`src/rtl/sa_pkg.sv`:
```
// sa_pkg: shared types and helpers for the systolic-array row packer slice.
//   phase_t      : which tile the serial stream is currently filling.
//   row_entry_t  : one packed row plus its tags, as held in the row FIFO.
//   sa_cnt_w     : counter width for a count of n items (at least 1 bit).
//   sa_idx_w     : row-index width covering the larger of two row counts.
//   lane_lsb     : bit offset of a lane inside a packed row vector.
// The row-entry struct is sized for the widest supported configuration so it
// can live in the package; users fill and read only the low bits they need.
package sa_pkg;

  typedef enum logic {
    PH_W = 1'b0,
    PH_I = 1'b1
  } phase_t;

  localparam int SA_MAX_ROW_BITS = 2048;
  localparam int SA_MAX_IDX_W    = 16;

  typedef struct packed {
    logic [SA_MAX_ROW_BITS-1:0] data;
    logic                       is_weight;
    logic [SA_MAX_IDX_W-1:0]    idx;
    logic                       last;
  } row_entry_t;

  function automatic int sa_cnt_w(input int n);
    return (n > 1) ? $clog2(n) : 1;
  endfunction

  function automatic int sa_idx_w(input int a, input int b);
    return sa_cnt_w((a > b) ? a : b);
  endfunction

  function automatic int lane_lsb(input int lane, input int data_w);
    return lane * data_w;
  endfunction

endpackage

```
`src/rtl/sa_row_fifo.sv`:
```
// sa_row_fifo: 2-entry FIFO of row_entry_t with a registered first word.
// Ports:
//   clk, rst         : clock, synchronous active-high reset
//   push, push_entry : write a row (never issued when full)
//   pop              : consume the head row (ignored when empty)
//   head, head_valid : registered head entry and its valid
//   count            : occupancy 0..2
// Only the low COLS*DATA_W data bits and IDX_W index bits are stored; the
// rest of the package struct is returned as zero.
module sa_row_fifo
  import sa_pkg::*;
#(
  parameter int DATA_W = 16,
  parameter int COLS   = 32,
  parameter int IDX_W  = 9
) (
  input  logic       clk,
  input  logic       rst,
  input  logic       push,
  input  row_entry_t push_entry,
  input  logic       pop,
  output row_entry_t head,
  output logic       head_valid,
  output logic [1:0] count
);

  localparam int ROW_W = COLS * DATA_W;

  logic [ROW_W-1:0] head_data_p1, tail_data_p1;
  logic             head_w_p1, tail_w_p1;
  logic [IDX_W-1:0] head_idx_p1, tail_idx_p1;
  logic             head_last_p1, tail_last_p1;
  logic [1:0]       cnt_q;

  logic do_pop;
  logic head_from_push, head_from_tail, tail_load;
  logic unused_push;

  assign unused_push = ^push_entry;
  assign do_pop      = pop && (cnt_q != 2'd0);

  // Route the incoming row: it becomes the head when the FIFO is (or is about
  // to be) empty of older rows, otherwise it waits in the tail slot.
  always_comb begin
    head_from_push = 1'b0;
    head_from_tail = 1'b0;
    tail_load      = 1'b0;
    unique case (cnt_q)
      2'd0: head_from_push = push;
      2'd1: begin
        head_from_push = push && do_pop;
        tail_load      = push && !do_pop;
      end
      default: begin
        head_from_tail = do_pop;
        tail_load      = push && do_pop;
      end
    endcase
  end

  always_ff @(posedge clk) begin
    if (rst) begin
      cnt_q <= 2'd0;
    end else if (push && !do_pop) begin
      cnt_q <= cnt_q + 2'd1;
    end else if (!push && do_pop) begin
      cnt_q <= cnt_q - 2'd1;
    end
  end

  // ---- stage p1: head row register (visible outputs, cleared by reset) ----
  always_ff @(posedge clk) begin
    if (rst) begin
      head_data_p1 <= '0;
      head_w_p1    <= 1'b0;
      head_idx_p1  <= '0;
      head_last_p1 <= 1'b0;
    end else if (head_from_push) begin
      head_data_p1 <= push_entry.data[ROW_W-1:0];
      head_w_p1    <= push_entry.is_weight;
      head_idx_p1  <= push_entry.idx[IDX_W-1:0];
      head_last_p1 <= push_entry.last;
    end else if (head_from_tail) begin
      head_data_p1 <= tail_data_p1;
      head_w_p1    <= tail_w_p1;
      head_idx_p1  <= tail_idx_p1;
      head_last_p1 <= tail_last_p1;
    end
  end

  // ---- stage p1: tail slot (only meaningful while count is 2) ----
  always_ff @(posedge clk) begin
    if (tail_load) begin
      tail_data_p1 <= push_entry.data[ROW_W-1:0];
      tail_w_p1    <= push_entry.is_weight;
      tail_idx_p1  <= push_entry.idx[IDX_W-1:0];
      tail_last_p1 <= push_entry.last;
    end
  end

  always_comb begin
    head                  = '0;
    head.data[ROW_W-1:0]  = head_data_p1;
    head.is_weight        = head_w_p1;
    head.idx[IDX_W-1:0]   = head_idx_p1;
    head.last             = head_last_p1;
  end

  assign head_valid = (cnt_q != 2'd0);
  assign count      = cnt_q;

endmodule

```
`src/rtl/sa_row_packer.sv`:
```
// sa_row_packer: packs the serial element stream (weight tile, then input
// tile) into full-width rows tagged with tile type and row index, buffered by
// a 2-entry row FIFO toward the systolic array.
// Ports:
//   clk, rst                     : clock, synchronous active-high reset
//   in_valid/in_ready/in_data    : serial element handshake
//   in_last                      : end-of-tile marker (checked only with
//                                  LAST_CHECK_EN)
//   row_valid/row_ready          : row handshake
//   row_data                     : lane k at [k*DATA_W +: DATA_W]
//   row_is_weight, row_idx       : tags of the head row
//   row_last                     : head row is the final input row
//   tile_done                    : pulse the cycle after row_last is consumed
//   busy                         : partial row held or FIFO non-empty
//   err                          : sticky in_last protocol error
// Build option: define LAST_CHECK_EN to enable the in_last check; otherwise
// in_last is ignored and err is tied low.
module sa_row_packer
  import sa_pkg::*;
#(
  parameter int DATA_W = 16,
  parameter int W_ROWS = 32,
  parameter int W_COLS = 32,
  parameter int I_ROWS = 512,
  parameter int I_COLS = 32
) (
  input  logic                                clk,
  input  logic                                rst,
  input  logic                                in_valid,
  output logic                                in_ready,
  input  logic [DATA_W-1:0]                   in_data,
  input  logic                                in_last,
  output logic                                row_valid,
  input  logic                                row_ready,
  output logic [W_COLS*DATA_W-1:0]            row_data,
  output logic                                row_is_weight,
  output logic [sa_idx_w(W_ROWS, I_ROWS)-1:0] row_idx,
  output logic                                row_last,
  output logic                                tile_done,
  output logic                                busy,
  output logic                                err
);

  localparam int COLS  = W_COLS;
  localparam int ROW_W = COLS * DATA_W;
  localparam int IDX_W = sa_idx_w(W_ROWS, I_ROWS);
  localparam int CNT_W = sa_cnt_w(COLS);

  localparam logic [CNT_W-1:0] COL_LAST   = CNT_W'(COLS - 1);
  localparam logic [IDX_W-1:0] W_ROW_LAST = IDX_W'(W_ROWS - 1);
  localparam logic [IDX_W-1:0] I_ROW_LAST = IDX_W'(I_ROWS - 1);

  if (I_COLS != W_COLS) begin : g_cols_check
    $error("sa_row_packer: I_COLS (%0d) must equal W_COLS (%0d)", I_COLS, W_COLS);
  end
  if (ROW_W > SA_MAX_ROW_BITS || IDX_W > SA_MAX_IDX_W) begin : g_size_check
    $error("sa_row_packer: row or index width exceeds sa_pkg limits");
  end

  logic [CNT_W-1:0] col_cnt_q;
  logic [IDX_W-1:0] row_cnt_q;
  phase_t           phase_q;
  logic [ROW_W-1:0] asm_p0;

  logic             accept;
  logic             row_done;
  logic             phase_row_last;
  logic             final_input_row;
  logic [ROW_W-1:0] row_merged;
  row_entry_t       push_entry;
  row_entry_t       head;
  logic [1:0]       fifo_cnt;
  logic             tile_done_q;
  logic             unused_head;

  // A completing accept needs a free FIFO slot; partial-row accepts never do.
  // Only registered state feeds this, so row_ready has no path to in_ready.
  assign in_ready = (col_cnt_q != COL_LAST) || (fifo_cnt != 2'd2);
  assign accept   = in_valid && in_ready;
  assign row_done = accept && (col_cnt_q == COL_LAST);

  assign final_input_row = (phase_q == PH_I) && (row_cnt_q == I_ROW_LAST);
  assign phase_row_last  = (phase_q == PH_W) ? (row_cnt_q == W_ROW_LAST) : final_input_row;

  // ---- stage p0: element assembly ----
  always_ff @(posedge clk) begin
    if (accept) begin
      asm_p0[lane_lsb(int'(col_cnt_q), DATA_W) +: DATA_W] <= in_data;
    end
  end

  always_ff @(posedge clk) begin
    if (rst) begin
      col_cnt_q <= '0;
      row_cnt_q <= '0;
      phase_q   <= PH_W;
    end else if (accept) begin
      if (col_cnt_q == COL_LAST) begin
        col_cnt_q <= '0;
        if (phase_row_last) begin
          row_cnt_q <= '0;
          phase_q   <= (phase_q == PH_W) ? PH_I : PH_W;
        end else begin
          row_cnt_q <= row_cnt_q + IDX_W'(1);
        end
      end else begin
        col_cnt_q <= col_cnt_q + CNT_W'(1);
      end
    end
  end

  // The final element is still on in_data when the row is pushed, so it is
  // merged into the top lane here rather than read back from asm_p0.
  always_comb begin
    row_merged = asm_p0;
    row_merged[lane_lsb(COLS - 1, DATA_W) +: DATA_W] = in_data;
  end

  always_comb begin
    push_entry                     = '0;
    push_entry.data[ROW_W-1:0]     = row_merged;
    push_entry.is_weight           = (phase_q == PH_W);
    push_entry.idx[IDX_W-1:0]      = row_cnt_q;
    push_entry.last                = final_input_row;
  end

  sa_row_fifo #(
    .DATA_W (DATA_W),
    .COLS   (COLS),
    .IDX_W  (IDX_W)
  ) u_fifo (
    .clk        (clk),
    .rst        (rst),
    .push       (row_done),
    .push_entry (push_entry),
    .pop        (row_ready),
    .head       (head),
    .head_valid (row_valid),
    .count      (fifo_cnt)
  );

  assign unused_head   = ^head;
  assign row_data      = head.data[ROW_W-1:0];
  assign row_is_weight = head.is_weight;
  assign row_idx       = head.idx[IDX_W-1:0];
  assign row_last      = head.last;

  // ---- stage p2: end-of-tile pulse ----
  always_ff @(posedge clk) begin
    if (rst) begin
      tile_done_q <= 1'b0;
    end else begin
      tile_done_q <= row_valid && row_ready && head.last;
    end
  end

  assign tile_done = tile_done_q;
  assign busy      = (col_cnt_q != '0) || (fifo_cnt != 2'd0);

`ifdef LAST_CHECK_EN
  logic err_q;
  logic final_pos;

  // in_last must be high exactly on the last element of the last input row.
  assign final_pos = final_input_row && (col_cnt_q == COL_LAST);

  always_ff @(posedge clk) begin
    if (rst) begin
      err_q <= 1'b0;
    end else if (accept && (in_last != final_pos)) begin
      err_q <= 1'b1;
    end
  end

  assign err = err_q;
`else
  logic unused_last;

  assign unused_last = in_last;
  assign err         = 1'b0;
`endif

endmodule

```
`config.mk`:
```
export PLATFORM = sky130hd
export DESIGN_NAME = sa_row_packer
export DESIGN_NICKNAME = d
export VERILOG_FILES = /design/src/rtl/sa_pkg.sv /design/src/rtl/sa_row_fifo.sv /design/src/rtl/sa_row_packer.sv
export SDC_FILE = /design/constraint.sdc
export NUM_CORES = 2
export LEC_CHECK = 0
export ABC_AREA = 1
export CORE_MARGIN = 1
export CORE_UTILIZATION = 45
export CTS_CLUSTER_SIZE = 28
export DETAILED_ROUTE_END_ITERATION = 6
export GPL_ROUTABILITY_DRIVEN = 0
export PLACE_DENSITY = 0.73
export SYNTH_ARGS = -nofsm -noshare
export SYNTH_HDL_FRONTEND = slang
export SYNTH_SLANG_ARGS = --single-unit
```
`constraint.sdc`:
```
create_clock -name clk -period 52 [get_ports clk]
set_input_delay 13 -clock clk [delete_from_list [all_inputs] [get_ports clk]]
set_output_delay 13 -clock clk [all_outputs]
set_load 0.02 [all_outputs]
```
==> impl_metrics.py <==
metrics = {
    "outcome": {
        "status": "finished, violations left",
        "violations": "design-rule violations, max-capacitance violations",
    },
    "setup_path": {
        "cp_top_family": "buffers and inverters",
        "path_class": "in2reg",
        "cp_common_cell": "buf_4",
        "startpoint": "row_ready",
        "cp_slowest_stage_delay_ns": 0.95,
        "critPathSlowestCell": "buf_4",
        "crit_fanout": 88,
        "crit_path_end_kind": "flip-flop",
        "r2r_start": "col_cnt_q[0]$_SDFFE_PP0P_",
        "crit_path_start_kind": "primary input",
        "critPathRequiredTime_ns": 52.70,
        "worstPathArrival_ns": 18.13,
        "path_cells": "buf_8, nand2_4, buf_4, buf_4, buf_4, buf_4, nand2_1, nand2_1, o21ai_0, a21oi_1",
        "crit_buf_inv": 5,
    },
    "yosys": {
        "yosysTopAreaCellShare_pct": 50.0,
        "synthFlopType": "edfxtp_1",
        "synth_area_leader_cell": "edfxtp_1",
        "ys_seq_elements": 1560,
        "syn_area_per_cell_um2": 10.1,
        "synthArstFlopShare_pct": 0,
        "ys_types": 32,
        "yosysWarnings": 0,
        "syn-instance-count": 6087,
        "synth_nets": 6119,
        "seq_area_frac_synth_pct": 67.7,
        "synth_edf_count": 1019,
        "netlist_top_cells_area": "edfxtp_1, dfxtp_1, nand2_1",
        "netlist_area_mm2": 0.0612,
    },
    "cts": {
        "cts_buffers": 158,
        "cts_root_buffer": "clkbuf_16",
        "cts_tree": "done",
        "htree_levels": 4,
        "cts_resized": 0,
        "cts_setup_buffers": 0,
        "cts_sinks": 1560,
        "clock_latency_ns": 0.79,
        "ctsHoldBuffers": 0,
        "clk_path_buf_depth": 3,
        "clkSlewWorstSetupHoldPaths_ns": 0.06,
    },
    "hold_path": {
        "hold_path.class": "reg2reg",
        "min_from": "asm_p0[43]$_DFFE_PP_",
    },
    "global_route": {
        "grt_pass1_vias": 43500,
        "grt_pass1_wl_mm": 300,
        "grt.total_usage_pct": 30.2,
        "grt-ovfl-total": 0,
        "antenna_found_initial": 8,
        "grt_max_degree": 263,
    },
    "route": {
        "drtPass1Iterations": 7,
        "drc": 6,
        "ant_nets": 0,
        "wire_per_inst_um": 25.5,
        "num_vias": 47000,
        "routed_wl_mm": 213,
        "viasPerCell": 5.65,
        "dr.first_iter.drc_count": 6593,
    },
    "floorplan": {
        "start_util_pct": 45.6,
        "num_rows": 134,
        "dieWidth_um": 371,
        "die_area_mm2": 0.137,
        "core-area_mm2": 0.134,
        "die_h_um": 371,
        "ios": 549,
    },
    "timing": {
        "drv_slew": 0,
        "clock_skew_ns": 0.0244,
        "setup_viol": 0,
        "finalSetupTns_ns": 0,
        "finalCritPeriodShare_pct": 33.5,
        "relSlewSlack_pct": 1.57,
        "fmax_ghz": 0.0574,
        "finalHoldViolations": 0,
        "grt_setup_unrepaired": "false",
        "max_slew.worst_pin.slew_ns": 1.47,
        "min_period_ns": 17.43,
    },
    "placed_design": {
        "hpwl_mm": 136,
        "portBuffers": 546,
        "placed_area_mm2": 0.0676,
    },
    "pwr": {
        "cellPowerDensity_mw_per_mm2": 38.2,
        "power.net_switching_mw": 0.711,
        "internal_power_mw": 2.07,
        "vdd.ir_drop.worst_uv": 30.9,
        "clockPowerShare_pct": 41.6,
        "p_seq_share_pct": 48.4,
        "p_leak_nw": 28.6,
        "p_sw_share_pct": 25.5,
        "combPwrFrac_pct": 10.0,
    },
    "cells_and_area": {
        "regArea_mm2": 0.0414,
        "synthToLayoutAreaGrowth_pct": 19.1,
        "final_cell_mix": "nand2_1, edfxtp_1, nand3_1",
        "multi_input_area_mm2": 0.0157,
        "drive_gt1_share_pct": 5.31,
        "design_area_mm2": 0.0729,
        "n_fill_cell": 11500,
        "final_common_cell": "nand2_1",
        "nNetsFinal": 6459,
    },
    "run": {
        "maxCapViolations": 1,
    },
}
==> worst reg2reg max path: cells and delay by family (launching register included) <==
family	cells	cell delay, ns
buffers and inverters	6	3.53
adder cells (fa/ha/maj)	3	0.83
AO/OA/AOI/OAI	3	0.77
AND/OR/NAND/NOR	3	0.56
flip-flops	1	0.30
==> metal layers <==
| metal | track usage, % | part of all wire [%] |
|---|---|---|
| met2 | 44.9 | 44 |
| met4 | 21.4 | 8.2 |
| met5 | 0 | 0.047 |
| met1 | 36.8 | 35 |
| met3 | 10.3 | 12 |
==> final timing paths <==
kind                                            to  slack (ns)  depth (start not counted)
min reg2reg      u_fifo.tail_data_p1[43]$_DFFE_PP_        0.42                          0
max          u_fifo.head_data_p1[287]$_SDFFE_PP0P_       34.57                         10
min              u_fifo.tail_data_p1[43]$_DFFE_PP_        0.42                          0
max reg2reg  u_fifo.head_data_p1[293]$_SDFFE_PP0P_       45.91                         15
==> logic make-up after synthesis <==
logic type	share of synthesized area, %
and+or+nand+nor	16.4
DFF	67.7
AOI/OAI and AO/OA	8.72
buffers and inverters	6.84
adders and majority gates	0.225
xor gates and xnor gates	0.0716
other	0.00613
==> synth_stat cells (2+ instances only) <==
library cell / number
inv_2: 7
nor3_2: 2
edfxtp_1: 1019
o21ai_1: 208
buf_1: 8
nor2_1: 559
nand3_2: 2
or2_2: 3
inv_1: 568
nand2_2: 3
nand3_1: 604
clkinv_1: 3
ha_1: 11
o21ai_0: 323
nor3_1: 42
xor2_1: 4
nand2_1: 1155
nand4_1: 48
buf_4: 8
o22ai_1: 2
buf_2: 244
dfxtp_1: 541
clkbuf_1: 187
a21oi_1: 528
==> registers in the layout, summed over array words and instances, names as in the netlist, 2 cells and up <==
| signal | flops |
|---|---|
| asm_p0 | 496 |
| col_cnt_q | 5 |
| row_cnt_q | 9 |
| u_fifo.count | 2 |
| u_fifo.head_data_p1 | 512 |
| u_fifo.head_idx_p1 | 9 |
| u_fifo.tail_data_p1 | 512 |
| u_fifo.tail_idx_p1 | 9 |
==> power by group through the flow <==
stage	sequential [mW]	clock [mW]	combinational [mW]
after global routing	1.35	1.21	0.293
after floorplan	1.39	0	0.131
final	1.35	1.16	0.279
after detailed placement	1.37	0	0.270
after global placement	1.37	0	0.268
after CTS	1.35	1.16	0.272
==> area by class of cell <==
| cell class | count | area share (%) |
|---|---|---|
| Clock buffer | 230 | 6.27 |
| Inverter | 578 | 2.99 |
| Timing Repair Buffer | 627 | 8.43 |
| Tap cell | 1768 | 3.03 |
| Antenna cell | 4 | 0.0137 |
| Clock inverter | 61 | 0.936 |
| Multi-Input combinational cell | 3502 | 21.5 |
| Sequential cell | 1560 | 56.8 |
==> per-stage QoR <==
step	setup slack, ns	total power, mW	std cells	util, %	hold slack (ns)
after floorplan	25.19	1.52	6087	-	0.426
after global placement	33.86	1.64	8035	50.4	0.429
after detailed placement	33.86	1.64	8035	50.4	0.432
after CTS	34.70	2.78	8326	54.3	0.428
after global routing	34.28	2.85	8326	54.3	0.444
final	34.57	2.78	8330	54.3	0.425
(Power assumes the default switching activity.)
